<file path="config.mk">
export PLATFORM = sky130hd
export DESIGN_NAME = pipelined_rip_adder_flat
export DESIGN_NICKNAME = d
export VERILOG_FILES = /design/src/rtl/pipelined_rip_adder_if.sv /design/src/rtl/pipelined_rip_adder.sv /design/src/flat_wrapper.sv
export SDC_FILE = /design/constraint.sdc
export NUM_CORES = 1
export LEC_CHECK = 0
export CAP_MARGIN = 20
export CORE_AREA = 8 8 108 110
export CTS_CLUSTER_SIZE = 20
export DETAILED_ROUTE_END_ITERATION = 16
export DIE_AREA = 0 0 116 118
export DONT_BUFFER_PORTS = 1
export GPL_TIMING_DRIVEN = 0
export PLACE_DENSITY = 0.66
export SLEW_MARGIN = 20
export SYNTH_ARGS = -nofsm -noshare
export SYNTH_HDL_FRONTEND = slang
export SYNTH_SLANG_ARGS = --single-unit
</file>
<file path="constraint.sdc">
create_clock -name CK -period 2.2 [get_ports CK]
set_input_delay 0.44 -clock CK [delete_from_list [all_inputs] [get_ports CK]]
set_output_delay 0.44 -clock CK [all_outputs]
set_load 0.02 [all_outputs]
</file>
<file path="src/rtl/pipelined_rip_adder_if.sv">
// Operand/result bundle for pipelined_rip_adder. OVF is present only when
// PIPELINED_RIP_ADDER_OVF_EN is defined.
interface pipelined_rip_adder_if #(
  parameter int WIDTH = 16
);
  logic             IN_VALID;
  logic             IN_READY;
  logic             SUB;
  logic             CIN;
  logic [WIDTH-1:0] A;
  logic [WIDTH-1:0] B;
  logic             OUT_VALID;
  logic             OUT_READY;
  logic [WIDTH-1:0] SUM;
  logic             COUT;
`ifdef PIPELINED_RIP_ADDER_OVF_EN
  logic             OVF;
`endif

  // Valid/ready: a beat transfers on a rising CK where valid and ready are both
  // high; a source holding valid keeps its payload stable until that edge, and
  // ready never depends on valid.
  modport master (
    output IN_VALID, SUB, CIN, A, B, OUT_READY,
    input  IN_READY, OUT_VALID, SUM, COUT
`ifdef PIPELINED_RIP_ADDER_OVF_EN
    , input OVF
`endif
  );

  modport slave (
    input  IN_VALID, SUB, CIN, A, B, OUT_READY,
    output IN_READY, OUT_VALID, SUM, COUT
`ifdef PIPELINED_RIP_ADDER_OVF_EN
    , output OVF
`endif
  );
endinterface

</file>
<file path="src/rtl/pipelined_rip_adder.sv">
// WIDTH-bit add/subtract split into WIDTH/SEG ripple segments with registered
// inter-segment carries; optional OVF output via PIPELINED_RIP_ADDER_OVF_EN.
module pipelined_rip_adder #(
  parameter int WIDTH = 16,
  parameter int SEG   = 4
) (
  input logic                  CK,
  input logic                  RST,
  pipelined_rip_adder_if.slave bus
);
  localparam int NSEG = WIDTH / SEG;
  localparam int LAST = NSEG - 1;

  logic adv;

  // The whole pipeline moves together: any stall at the output freezes every stage.
  assign adv          = !bus.OUT_VALID || bus.OUT_READY;
  assign bus.IN_READY = adv;

  for (genvar k = 0; k < NSEG; k++) begin : g_seg
    // Stage k keeps only the operand segments not yet summed and the result
    // segments already produced, so each beat's data narrows/widens as it moves.
    localparam int OW = WIDTH - k * SEG;
    localparam int RW = (k + 1) * SEG;

    logic          vld;
    logic          carry;
    logic [OW-1:0] a;
    logic [OW-1:0] b;
    logic [SEG:0]  seg_sum;
    logic [RW-1:0] r_out;

    assign seg_sum = {1'b0, a[SEG-1:0]} + {1'b0, b[SEG-1:0]} + {{SEG{1'b0}}, carry};

    if (k == 0) begin : g_in
      assign r_out = seg_sum[SEG-1:0];

      always_ff @(posedge CK) begin
        if (!RST) begin
          vld   <= 1'b0;
          carry <= 1'b0;
          a     <= '0;
          b     <= '0;
        end else if (adv) begin
          vld   <= bus.IN_VALID;
          carry <= bus.CIN ^ bus.SUB;
          a     <= bus.A;
          b     <= bus.B ^ {WIDTH{bus.SUB}};
        end
      end
    end else begin : g_link
      logic [RW-SEG-1:0] r;

      assign r_out = {seg_sum[SEG-1:0], r};

      always_ff @(posedge CK) begin
        if (!RST) begin
          vld   <= 1'b0;
          carry <= 1'b0;
          a     <= '0;
          b     <= '0;
          r     <= '0;
        end else if (adv) begin
          vld   <= g_seg[k-1].vld;
          carry <= g_seg[k-1].seg_sum[SEG];
          a     <= g_seg[k-1].a[OW+SEG-1:SEG];
          b     <= g_seg[k-1].b[OW+SEG-1:SEG];
          r     <= g_seg[k-1].r_out;
        end
      end
    end
  end

`ifdef PIPELINED_RIP_ADDER_OVF_EN
  logic msb_cin;

  // Sum bit = a ^ b ^ carry-in, so the carry into the MSB falls out of the last stage.
  assign msb_cin = g_seg[LAST].seg_sum[SEG-1] ^ g_seg[LAST].a[SEG-1] ^ g_seg[LAST].b[SEG-1];
`endif

  // Result registers only load on a real beat; bubbles leave the last value visible.
  always_ff @(posedge CK) begin
    if (!RST) begin
      bus.OUT_VALID <= 1'b0;
      bus.SUM       <= '0;
      bus.COUT      <= 1'b0;
`ifdef PIPELINED_RIP_ADDER_OVF_EN
      bus.OVF       <= 1'b0;
`endif
    end else if (adv) begin
      bus.OUT_VALID <= g_seg[LAST].vld;
      if (g_seg[LAST].vld) begin
        bus.SUM  <= g_seg[LAST].r_out;
        bus.COUT <= g_seg[LAST].seg_sum[SEG];
`ifdef PIPELINED_RIP_ADDER_OVF_EN
        bus.OVF  <= msb_cin ^ g_seg[LAST].seg_sum[SEG];
`endif
      end
    end
  end
endmodule

</file>
<file path="src/flat_wrapper.sv">
// flat-port wrapper written by rule: the top's interface ports become plain ports
module pipelined_rip_adder_flat 
#(
  parameter int WIDTH = 16,
  parameter int SEG   = 4
)
  (CK, RST, bus_IN_VALID, bus_SUB, bus_CIN, bus_A, bus_B, bus_OUT_READY, bus_IN_READY, bus_OUT_VALID, bus_SUM, bus_COUT);
  pipelined_rip_adder_if #(.WIDTH(WIDTH)) bus_i ();
  input logic CK;
  input logic RST;
  input wire logic [$bits(bus_i.IN_VALID)-1:0] bus_IN_VALID;
  input wire logic [$bits(bus_i.SUB)-1:0] bus_SUB;
  input wire logic [$bits(bus_i.CIN)-1:0] bus_CIN;
  input wire logic [$bits(bus_i.A)-1:0] bus_A;
  input wire logic [$bits(bus_i.B)-1:0] bus_B;
  input wire logic [$bits(bus_i.OUT_READY)-1:0] bus_OUT_READY;
  output wire logic [$bits(bus_i.IN_READY)-1:0] bus_IN_READY;
  output wire logic [$bits(bus_i.OUT_VALID)-1:0] bus_OUT_VALID;
  output wire logic [$bits(bus_i.SUM)-1:0] bus_SUM;
  output wire logic [$bits(bus_i.COUT)-1:0] bus_COUT;
  assign bus_i.IN_VALID = bus_IN_VALID;
  assign bus_i.SUB = bus_SUB;
  assign bus_i.CIN = bus_CIN;
  assign bus_i.A = bus_A;
  assign bus_i.B = bus_B;
  assign bus_i.OUT_READY = bus_OUT_READY;
  assign bus_IN_READY = bus_i.IN_READY;
  assign bus_OUT_VALID = bus_i.OUT_VALID;
  assign bus_SUM = bus_i.SUM;
  assign bus_COUT = bus_i.COUT;
  pipelined_rip_adder #(.WIDTH(WIDTH), .SEG(SEG)) u_core (.CK(CK), .RST(RST), .bus(bus_i));
endmodule
</file>
==> flow_summary.ini, run 1 <==
[setup_path]
required_ns = 1.76
r2r_start = u_core.g_seg[0].b[0]
critPathArrivalTime_ns = 1.67
critPathCaptureType = primary output
regToRegEndpoint = u_core.g_seg[1].carry
critical_path.max_fanout = 10
r2r_cells = 6
start_kind = register
rrSetupSlack_ns = 0.38
path_class = reg -> out

[die]
core_mm2 = 0.0100
die_area_mm2 = 0.0137
dieWidth_um = 116
start_util = 0.531
io_pins = 57
die_h_um = 118
rows = 37

[logic_synthesis]
synth_compound_area_frac = 0.177
syn_inst = 626
synth_top_family_by_area = compound AO/OA/AOI/OAI gates
ys_ff_latch = 130
yosys_warnings = 0
synth.distinct_cells = 32
netlist_area_mm2 = 0.00531
synth-seq-area-share = 0.490
synthSimpleGateAreaFrac = 0.173
synthAdderAreaFrac = 0.0584
synth_xor_area_frac = 0.0346
syn-num-nets = 684
avgSynthCellArea_um2 = 8.48
muxShareOfSynthArea = 0

[global_route]
antenna_found_initial = 0
grt_first_pass_wirelength_um = 20500
grtUsageTotal = 0.190
grt_pass1_vias = 4170
grt_max_degree = 17
grt-ovfl-total = 0

[min_path]
hold_path_end = u_core.g_seg[0].a[8]
min_path_cells = 2
hold_path.class = in -> reg
hp-start = bus_A[8]

[final_layout]
instances_no_fill = 794
nNetsFinal = 703
area_growth_pct = 14.7
design_area_mm2 = 0.00609
drive_gt1_frac = 0.102
diodes = 0

[route]
initialDrtViolationCount = 233
post_drt_wl_per_cell_um = 15.9
via_per_inst = 5.28
firstDrtPassIters = 5
routed-wl-met2_um = 6350
wl_met1_um = 5450
routed-via-count = 4194
route.met3.wl_um = 731
top_layer = met4
antenna_left = 0
routed_wl_um = 12600
drc_errors = 0

[timing]
period_minus_slack_ns = 2.11
slew_violations = 0
tightest_slew_ns = 0.603
post-route-period-util = 0.958
setup_viol = 0
hold_viol_final = 0
rsz0062_at_grt = no
clock.fmax_mhz = 475
max-slew-margin-rel = 0.598
skew_ns = 0.00960
tns_ns = 0

[clocking]
clock_latency_ns = 0.51
cts_setup_buffers = 0
cts-resized-gates = 0
cts.hold.buffers_added = 0
path_clk_slew_ns = 0.06
cts_sinks = 130
cts_root_buf = clkbuf_8
cts_buffers = 17
cts_tree = yes
max-clock-path-buffers = 2
cts_htree_levels = 4

[place]
post_dp_cell_area_mm2 = 0.00548
io_buffers = 0
dp_hpwl_um = 9390
gp_congestion = 0.849
dp_cells = 762

[power]
leakagePower_uw = 0.00233
p_per_area_mw_per_mm2 = 939
ir_worst_vdd_v = 0.000542

[status]
status = finished, final reports clean

[flow_run]
drv_cap = 0
-- worst max path at each step --
stage	slack, ns	end	from	cells after the start
after floorplan	0.55	u_core.g_seg[1].carry	u_core.g_seg[0].b[0]	6
after global placement	0.45	u_core.g_seg[2].g_link.r[6]	u_core.g_seg[1].b[0]	6
after detailed placement	0.40	u_core.g_seg[1].carry	u_core.g_seg[0].b[0]	6
after CTS	0.07	bus_IN_READY	u_core.bus.OUT_VALID	5
after global routing	0.03	bus_IN_READY	u_core.bus.OUT_VALID	5
final	0.09	bus_IN_READY	u_core.bus.OUT_VALID	5
-- cells by family (layout without fill, tap and decap cells) --
logic type,after synthesis,count (layout)
and+or+nand+nor,229,229
AOI/OAI and AO/OA,162,162
DFF,130,130
buffers and inverters,64,96
xor gates and xnor gates,21,21
adders and majority gates,20,20
-- cell usage in the layout (no fill, tap or decap), drive strengths merged, types with 2 or more instances in the layout --
cell type | netlist | layout
ha | 12 | 12
nand2 | 173 | 173
a2111o | 3 | 3
bufinv | 0 | 4
nor2 | 24 | 24
o21ai | 19 | 19
dfxtp | 130 | 130
nand3b | 2 | 2
xor2 | 3 | 3
nor3 | 2 | 2
o211ai | 3 | 3
nor2b | 4 | 4
buf | 36 | 36
fa | 8 | 8
clkbuf | 12 | 34
a21oi | 109 | 109
nand3 | 22 | 22
clkinv | 0 | 5
inv | 16 | 16
a211oi | 23 | 23
xnor2 | 18 | 18
-- worst max-delay path: stages, from the launching register on --
cell	delay, ns
dfxtp_1	0.45
nor2b_4	0.19
buf_6	0.14
inv_2	0.06
buf_6	0.15
buf_6	0.16
-- report_power, final --
part	switching [uW]	leakage (uW)	internal, uW
Combinational	175	0.000962	128
Clock	987	0.000299	1890
Sequential	68.5	0.00107	2470
-- metrics by stage --
step	util	hold slack, ns	setup slack [ns]	total power, uW
after CTS	0.609	0.0505	0.0665	5740
after detailed placement	0.548	0.444	0.395	2890
after global routing	0.609	0.0543	0.0348	5910
after global placement	0.548	0.439	0.450	2880
after floorplan	-	0.432	0.550	2800
final	0.609	0.0626	0.0926	5720
-- state kept, by name, indices dropped and copies added (netlist names) --
| signal | flops |
|---|---|
| u_core.g_seg.a | 40 |
| u_core.g_seg.b | 40 |
| u_core.g_seg.g_link.r | 24 |
| u_core.bus.SUM | 16 |
| u_core.g_seg.carry | 4 |
| u_core.g_seg.vld | 4 |
| u_core.bus.COUT | 1 |
| u_core.bus.OUT_VALID | 1 |
-- layout make-up --
cell class | instances | area, um2
sequential | 130 | 2600
clock buffer | 22 | 453
multi-input combinational | 432 | 2360
inverter | 16 | 60.1
fill | 915 | 3910
tap | 136 | 170
buffer | 48 | 292
clock inverter | 10 | 156
-- layer usage --
metal,vias to the layer above,global-route usage
met3,6,0.0441
met1,1963,0.236
met4,0,0.0600
li1,2129,-
met5,-,0
met2,96,0.316
-- synth_stat cells (all sizes together) --
| cell type | instances | area, um2 |
|---|---|---|
| nand2 | 173 | 649 |
| dfxtp | 130 | 2600 |
| a21oi | 109 | 546 |
| buf | 36 | 246 |
| nor2 | 24 | 90.1 |
| a211oi | 23 | 203 |
| nand3 | 22 | 110 |
| o21ai | 19 | 95.1 |
| xnor2 | 18 | 158 |
| inv | 16 | 60.1 |
| clkbuf | 12 | 45.0 |
| ha | 12 | 150 |
| fa | 8 | 160 |
| nor2b | 4 | 32.5 |
| a2111o | 3 | 33.8 |
| o211ai | 3 | 22.5 |
| xor2 | 3 | 26.3 |
| nand3b | 2 | 15.0 |
| nor3 | 2 | 10.0 |
| a2111oi | 1 | 8.76 |
| a211o | 1 | 8.76 |
| a21o | 1 | 7.51 |
| a221oi | 1 | 8.76 |
| a311oi | 1 | 8.76 |
| and2 | 1 | 6.26 |
| nand2b | 1 | 6.26 |
(Power assumes the default switching activity.)
==> run 2: changes to the inputs <==
--- a/config.mk
+++ b/config.mk
@@ -5,14 +5,16 @@
 export SDC_FILE = /design/constraint.sdc
 export NUM_CORES = 1
 export LEC_CHECK = 0
+export ABC_AREA = 1
 export CAP_MARGIN = 20
-export CORE_AREA = 8 8 108 110
+export CORE_AREA = 8 8 107 109
 export CTS_CLUSTER_SIZE = 20
 export DETAILED_ROUTE_END_ITERATION = 16
-export DIE_AREA = 0 0 116 118
+export DIE_AREA = 0 0 115 117
 export DONT_BUFFER_PORTS = 1
 export GPL_TIMING_DRIVEN = 0
 export PLACE_DENSITY = 0.66
+export SKIP_LAST_GASP = 1
 export SLEW_MARGIN = 20
 export SYNTH_ARGS = -nofsm -noshare
 export SYNTH_HDL_FRONTEND = slang
==> run 2 against run 1 <==
Critical endpoint unchanged. Power rose by 0.95%. Largest cell class unchanged. Non-clock buffer count fell by 6. Area after synthesis down 1.5%. Cell area decreased by 1.7%.
==> flow_summary.ini, run 2 <==
[die]
die_h_um = 117
io_pins = 57
dieWidth_um = 115
core_mm2 = 0.00991
rows = 37
die_area_mm2 = 0.0135
start_util = 0.528

[route]
initialDrtViolationCount = 335
drc_errors = 0
post_drt_wl_per_cell_um = 15.0
firstDrtPassIters = 5
via_per_inst = 5.08
routed_wl_um = 12300
antenna_left = 0
routed-via-count = 4147

[power]
ir_worst_vdd_v = 0.000537
p_per_area_mw_per_mm2 = 965
leakagePower_uw = 0.00248

[logic_synthesis]
synthArstFlopShare = 0
syn_inst = 649
synth_top_flop_cell = dfxtp_1
yosys_warnings = 0
ys_ff_latch = 130
synthTopCellsByCount = nor2_1 (183), dfxtp_1 (130), o21ai_1 (85)
synth.largest_area_cell = dfxtp_1
netlist.area_leader.share = 0.497
ys_top_cells_by_area = dfxtp_1 (50%), nor2_1 (13%), o21ai_1 (8.1%)
avgSynthCellArea_um2 = 8.06
netlist_area_mm2 = 0.00523
synth.distinct_cells = 24
synth_edf_count = 0
yosysMostFrequentCell = nor2_1
syn-num-nets = 707
synth-seq-area-share = 0.497

[clocking]
path_clk_slew_ns = 0.06
cts_htree_levels = 4
cts_setup_buffers = 0
cts_buffers = 17
cts_sinks = 130
cts_tree = yes
clock_latency_ns = 0.52
max-clock-path-buffers = 2
cts-resized-gates = 0
cts.hold.buffers_added = 0
cts_root_buf = clkbuf_8

[timing]
setup_viol = 0
rsz0062_at_grt = no
worst_slack_ns = 0.194
max-slew-margin-rel = 0.631
whs_ns = 0.0637
tightest_slew_ns = 0.553
slew_violations = 0
tns_ns = 0
post-route-period-util = 0.912
skew_ns = 0.00901
hold_viol_final = 0
clock.fmax_mhz = 499
period_minus_slack_ns = 2.01

[final_layout]
area_growth_pct = 14.4
drive_gt1_frac = 0.103
nNetsFinal = 726
largestRegisters = u_core.g_seg.a x40, u_core.g_seg.b x40, u_core.g_seg.g_link.r x24
nFillCells = 956
diodes = 0
layout_common_cells = nor2_1 (183), dfxtp_1 (130), o21ai_1 (85), o21ai_0 (45), a21oi_1 (38)
instances_no_fill = 816
layout_commonest_cell = nor2_1
utilization = 0.604

[setup_path]
r2r_cells = 6
critPathCaptureType = primary output
path_class = reg -> out
critical_path.max_fanout = 10
start_kind = register
critPathArrivalTime_ns = 1.57
cp_cell_sequence = nand2_4 -> buf_6 -> buf_2
cp_slowest_cell = dfxtp_1
rrSetupSlack_ns = 0.52
required_ns = 1.76
r2r_start = u_core.g_seg[1].b[0]
regToRegEndpoint = u_core.g_seg[2].carry
slowest_delay_ns = 0.52

[global_route]
grt-ovfl-total = 0
antenna_found_initial = 0
grt_pass1_vias = 4065
grt_max_degree = 17
grt_first_pass_wirelength_um = 20100
grtUsageTotal = 0.194

[status]
status = finished, final reports clean

[flow_run]
drv_cap = 0

[min_path]
hold_path_end = u_core.g_seg[0].vld
min_path_cells = 2
hold_path.class = in -> reg
hp-start = bus_IN_VALID

[place]
io_buffers = 0
pre_cts_ws_ns = 0.539
dp_cells = 785
gp_congestion = 0.891
dp_hpwl_um = 8850
run 2: area by class of cell:
| type | count | area [um2] | area share |
|---|---|---|---|
| Inverter | 39 | 149 | 0.0249 |
| Buffer | 42 | 251 | 0.0420 |
| Sequential cell | 130 | 2600 | 0.435 |
| Clock inverter | 10 | 134 | 0.0224 |
| Clock buffer | 21 | 449 | 0.0751 |
| Tap cell | 136 | 170 | 0.0284 |
| Multi-Input combinational cell | 438 | 2230 | 0.372 |
run 2: worst max path at each step:
stage	slack (ns)	startpoint	depth (start not counted)	endpoint
after global placement	0.57	u_core.g_seg[1].b[0]	6	u_core.g_seg[2].carry
after global routing	0.1	u_core.bus.OUT_VALID	3	bus_IN_READY
after floorplan	0.64	u_core.g_seg[1].b[0]	6	u_core.g_seg[2].carry
after CTS	0.16	u_core.bus.OUT_VALID	3	bus_IN_READY
final	0.19	u_core.bus.OUT_VALID	3	bus_IN_READY
after detailed placement	0.54	u_core.g_seg[1].b[0]	6	u_core.g_seg[2].carry
run 2: logic make-up after synthesis:
family,after synthesis,synth area share
AO/OA/AOI/OAI,171,0.164
buffers and inverters,81,0.0765
XOR/XNOR,17,0.0285
AND/OR/NAND/NOR,230,0.174
flip-flops,130,0.497
adder cells (fa/ha/maj),20,0.0593
run 2: report_power, final:
part	internal, uW	switching, uW
combinational	173	239
sequential	2500	102
clock	1770	989
total	4450	1330
run 2: layer usage:
layer	share of wire	GRT usage	up-vias
met3	0.048	0.0672	12
met4	0.011	0.0613	0
met2	0.48	0.323	100
li1	-	-	2131
met5	0	0	-
met1	0.46	0.232	1904
run 2: critical path: cells and delay by family (launching register included):
family / cells / cell delay [ns]
and+or+nand+nor: 1 / 0.14
buffers and inverters: 2 / 0.38
DFF: 1 / 0.52
run 2: per-stage QoR:
stage	power (uW)	instance area, um2
3_3_place_gp	3040	5400
3_5_place_dp	3060	5400
4_1_cts	5800	5980
2_1_floorplan	2940	5230
6_report	5780	5980
5_1_grt	6020	5980
==> run 3: changes to the inputs <==
--- a/config.mk
+++ b/config.mk
@@ -6,8 +6,8 @@
 export NUM_CORES = 1
 export LEC_CHECK = 0
 export ABC_AREA = 1
-export CAP_MARGIN = 20
 export CORE_AREA = 8 8 107 109
+export CTS_BUF_LIST = sky130_fd_sc_hd__clkbuf_8
 export CTS_CLUSTER_SIZE = 20
 export DETAILED_ROUTE_END_ITERATION = 16
 export DIE_AREA = 0 0 115 117
==> constraint.sdc (replaced) <==
create_clock -name CK -period 2.2 [get_ports CK]
set_input_delay 0.44 -clock CK [delete_from_list [all_inputs] [get_ports CK]]
set_output_delay 0.44 -clock CK [all_outputs]
set_load 0.005 [all_outputs]
==> run 3 against run 2 <==
Cell count did not move. Power fell by 12%. Die area did not move. First-iteration DRC count fell by 18%. Cell area fell by 3.0%. Global-route usage fell by 0.33 points. Sequential share of layout area rose by 1.3 points. Clock power fell by 25%. Largest power group is now registers.
==> flow_summary.ini, run 3 (synthesized netlist as in run 2, its figures left out) <==
[timing]
max-slew-margin-rel = 0.636
hold_viol_final = 0
rsz0062_at_grt = no
post-route-period-util = 0.814
setup_viol = 0
skew_ns = 0.0115
tightest_slew_ns = 0.545
worst_slack_ns = 0.410
period_minus_slack_ns = 1.79
slew_violations = 0
clock.fmax_mhz = 559
tns_ns = 0

[place]
pre_cts_ws_ns = 0.539
gp_congestion = 0.891
dp_hpwl_um = 8850
io_buffers = 0

[clocking]
clock_latency_ns = 0.44
cts_setup_buffers = 0
cts.hold.buffers_added = 0
cts_htree_levels = 4
path_clk_slew_ns = 0.08
cts-resized-gates = 0
cts_buffers = 17
cts_tree = yes
max-clock-path-buffers = 2
cts_sinks = 130
cts_root_buf = clkbuf_8

[route]
drc_errors = 0
firstDrtPassIters = 5
routed-wl-met2_um = 5700
top_layer = met4
post_drt_wl_per_cell_um = 14.8
antenna_left = 0
routed_wl_um = 12100
route.met3.wl_um = 702
routed-via-count = 4137
wl_met1_um = 5540
initialDrtViolationCount = 274
via_per_inst = 5.07

[setup_path]
rrSetupSlack_ns = 0.52
start_kind = register
required_ns = 1.76
path_class = reg -> out
cp_cell_sequence = nand2_4 -> buf_6 -> buf_2
critPathArrivalTime_ns = 1.35
critPathCaptureType = primary output
critical_path.max_fanout = 10
cp_slowest_cell = dfxtp_1
slowest_delay_ns = 0.43

[power]
leakagePower_uw = 0.00241
comb_power_share = 0.081
seq_power_share = 0.511
p_switching_uw = 1230
clock_power_share = 0.408
power_uw = 5060
p_per_area_mw_per_mm2 = 871
swShare = 0.243
power.internal_uw = 3830
ir_worst_vdd_v = 0.000411

[die]
start_util = 0.528
die_area_mm2 = 0.0135
die_h_um = 117
io_pins = 57
core_mm2 = 0.00991
rows = 37
dieWidth_um = 115

[global_route]
grt_max_degree = 17
grt_pass1_vias = 4025
grtUsageTotal = 0.191
antenna_found_initial = 0
grt-ovfl-total = 0
grt_first_pass_wirelength_um = 19800

[final_layout]
drive_gt1_frac = 0.103
nNetsFinal = 726
layout_common_cells = nor2_1 (183), dfxtp_1 (130), o21ai_1 (85), o21ai_0 (45)
area_growth_pct = 11.0
layout_commonest_cell = nor2_1
largestRegisters = u_core.g_seg.a x40, u_core.g_seg.b x40, u_core.g_seg.g_link.r x24
diodes = 0

[flow_run]
drv_cap = 0

[min_path]
hold_path.class = in -> reg

[status]
status = finished, final reports clean
==> run 3: changes by cell type in the layout (fill, tap and decap cells not counted), sizes merged <==
cell,delta
inv,+2
clkbuf,-2
==> run 3: layout make-up <==
cell class	count	area (um2)
Buffer	42	251
Clock buffer	19	262
Clock inverter	12	141
Fill cell	982	4100
Inverter	39	149
Multi-Input combinational cell	438	2230
Sequential cell	130	2600
Tap cell	136	170
==> run 3: worst max-delay path: cells and delay by family, from the launching register on <==
kind                   cells  cell delay (ns)
flip-flops                 1             0.43
buffers and inverters      2             0.35
AND/OR/NAND/NOR            1             0.12
==> run 3: routing by layer <==
layer | GRT usage | vias to the layer above
met3 | 0.0600 | 17
li1 | - | 2131
met5 | 0 | -
met1 | 0.230 | 1900
met2 | 0.315 | 89
met4 | 0.0709 | 0
==> run 3: path summary, 6_finish.rpt <==
check / startpoint / to / depth (start not counted)
worst max-delay path: u_core.bus.OUT_VALID / bus_IN_READY / 3
worst min-delay path: bus_IN_VALID / u_core.g_seg[0].vld / 2
worst max register to register: u_core.g_seg[1].b[0] / u_core.g_seg[2].carry / 6
worst min register to register: u_core.g_seg[0].b[9] / u_core.g_seg[1].b[5] / 2
==> run 3: power groups by stage <==
| stage | sequential, uW | clock, uW | combinational (uW) |
|---|---|---|---|
| 2_1_floorplan | 2600 | 0 | 325 |
| 3_3_place_gp | 2630 | 0 | 394 |
| 3_5_place_dp | 2640 | 0 | 405 |
| 4_1_cts | 2590 | 2080 | 410 |
| 5_1_grt | 2600 | 2210 | 472 |
| 6_report | 2590 | 2060 | 408 |
==> run 3: stage by stage <==
| stage | cell area (um2) | hold WS [ns] | cells | utilization |
|---|---|---|---|---|
| after floorplan | 5230 | 0.450 | 649 | - |
| after global placement | 5400 | 0.461 | 785 | 0.545 |
| after detailed placement | 5400 | 0.465 | 785 | 0.545 |
| after CTS | 5800 | 0.121 | 816 | 0.586 |
| after global routing | 5800 | 0.129 | 816 | 0.586 |
| final | 5800 | 0.135 | 816 | 0.586 |
==> RTL change, RTL diff (flow settings as in run 1) <==
`WIDTH` is set to 16 in 3 places; all go to 12.
--- a/src/rtl/pipelined_rip_adder_if.sv
+++ b/src/rtl/pipelined_rip_adder_if.sv
@@ -2,5 +2,5 @@
 // PIPELINED_RIP_ADDER_OVF_EN is defined.
 interface pipelined_rip_adder_if #(
-  parameter int WIDTH = 16
+  parameter int WIDTH = 12
 );
   logic             IN_VALID;
--- a/src/rtl/pipelined_rip_adder.sv
+++ b/src/rtl/pipelined_rip_adder.sv
@@ -2,5 +2,5 @@
 // inter-segment carries; optional OVF output via PIPELINED_RIP_ADDER_OVF_EN.
 module pipelined_rip_adder #(
-  parameter int WIDTH = 16,
+  parameter int WIDTH = 12,
   parameter int SEG   = 4
 ) (
--- a/src/flat_wrapper.sv
+++ b/src/flat_wrapper.sv
@@ -2,5 +2,5 @@
 module pipelined_rip_adder_flat 
 #(
-  parameter int WIDTH = 16,
+  parameter int WIDTH = 12,
   parameter int SEG   = 4
 )
Ports: changed (resized bus_A, bus_B and bus_SUM); port bits go from 57 to 45. The function was not compared with the original's and may differ.
==> RTL change against run 1 <==
  * Wire length is 35% lower
  * Critical path type is now flop to flop
  * Core utilization decreased by 23 points
  * Sequential cell count down 50
  * Total power fell by 45%
  * Via count decreased by 37%
  * Clock skew shrank 0.0013 ns
  * Area after synthesis shrank 36%
  * Design area fell by 37%
  * Worst setup slack improved by 0.082 ns
==> RTL change: results (changes against run 1) <==
Post-detailed-placement half-perimeter wirelength -> 6050 um (was 9390 um)
Outcome -> completed (unchanged)
Buffering overhead -> 5.20% (was 4.79%)
Deepest level of the CTS H-tree -> 3 (was 4)
Post-synthesis cell count -> 396 (was 626)
Post-synthesis share of cell area spent on full adders, half adders and majority gates -> 6.82% (was 5.84%)
Syn Nets -> 441 (was 684)
Largest stage delay, worst path -> 0.47 ns (was 0.45 ns)
Filler instances -> 1,056 (was 915)
Final net count -> 452 (was 703)
1st-iter DRT viols -> 154 (was 233)
Compound-cell area share of the yosys netlist -> 18.5% (was 17.7%)
Number of signal-net buffers in the layout -> 32 (was 48)
Pre-CTS WS -> 0.193 ns (was 0.395 ns)
Worst ir drop on vdd -> 0.293 mV (was 0.542 mV)
Critical Path AT -> 2.27 ns (was 1.67 ns)
Clock-pin slew reported for the worst setup and hold paths after clock tree synthesis -> 0.08 ns (was 0.06 ns)
Clk_lat worst skew -> 0.36 ns (was 0.51 ns)
Registers with the highest flip-flop counts -> u_core.g_seg.a x24, u_core.g_seg.b x24 (was u_core.g_seg.a x40, u_core.g_seg.b x40, u_core.g_seg.g_link.r x24)
First-pass GRT wire length -> 13,100 um (was 20,500 um)
Cell types with the highest counts after synthesis -> 96 x sky130_fd_sc_hd__nand2_1, 80 x sky130_fd_sc_hd__dfxtp_1, 65 x sky130_fd_sc_hd__a21oi_1 (was 173 x sky130_fd_sc_hd__nand2_1, 130 x sky130_fd_sc_hd__dfxtp_1, 109 x sky130_fd_sc_hd__a21oi_1)
Ratio of cells with drive above 1 in the final layout -> 11.9% (was 10.2%)
Cell Pwr Density -> 819 nW/um^2 (was 939 nW/um^2)
Maximum number of pins on one net before global-route repair -> 15 (was 17)
Logic inverters -> 11 (was 16)
Placed cell count -> 532 (was 762)
Count of clock buffers in the final design -> 9 (was 22)
FF/Latch Area -> 1600 sq um (was 2600 sq um)
Number of cells in the finished layout apart from fillers -> 548 (was 794)
Share of the final layout cell area in multi-input gates -> 41.0% (was 38.7%)
Number of vias per cell -> 4.80 (was 5.28)
-- RTL change: cell types whose count changed in the layout (fill, tap and decap cells not counted), moves of 6 or more --
cell | before | now
sky130_fd_sc_hd__buf_1 | 7 | 1
sky130_fd_sc_hd__nor2_1 | 24 | 18
sky130_fd_sc_hd__dfxtp_1 | 130 | 80
sky130_fd_sc_hd__clkbuf_16 | 16 | 0
sky130_fd_sc_hd__nand2_1 | 173 | 96
sky130_fd_sc_hd__a211oi_1 | 17 | 10
sky130_fd_sc_hd__clkbuf_8 | 3 | 9
sky130_fd_sc_hd__a21oi_1 | 109 | 65
sky130_fd_sc_hd__clkbuf_1 | 15 | 7
sky130_fd_sc_hd__nand3_1 | 22 | 16
-- RTL change: power by group --
group,switching [W],leakage [nW],total [W],internal (W)
sequential,0.0000505,0.658,0.00158,0.00153
combinational,0.000136,0.689,0.000241,0.000105
clock,0.000558,0.119,0.00131,0.000755
-- RTL change: per-layer routing --
metal / track usage, % / share of wire [%] / routed length [um]
met5: 0 / 0 / 0
met4: 6.00 / 1.9 / 158
met3: 4.16 / 7.4 / 602
met2: 19.1 / 46 / 3760
met1: 14.9 / 45 / 3650
-- RTL change: path summary, 6_finish.rpt --
check | slack, ns | to | start | cells past startpoint
worst max-delay path | 0.17 | u_core.bus.COUT | u_core.g_seg[2].b[0] | 5
worst min-delay path | 0.20 | u_core.g_seg[0].vld | bus_IN_VALID | 2
worst max register to register | 0.17 | u_core.bus.COUT | u_core.g_seg[2].b[0] | 5
worst min register to register | 0.45 | u_core.g_seg[1].b[6] | u_core.g_seg[1].b[6] | 2
-- RTL change: worst register-to-register path, delay by kind of cell, from the launching register on --
kind	cells	cell delay [ns]
DFF	1	0.34
AOI/OAI and AO/OA	2	0.59
adders and majority gates	2	0.89
and+or+nand+nor	1	0.09
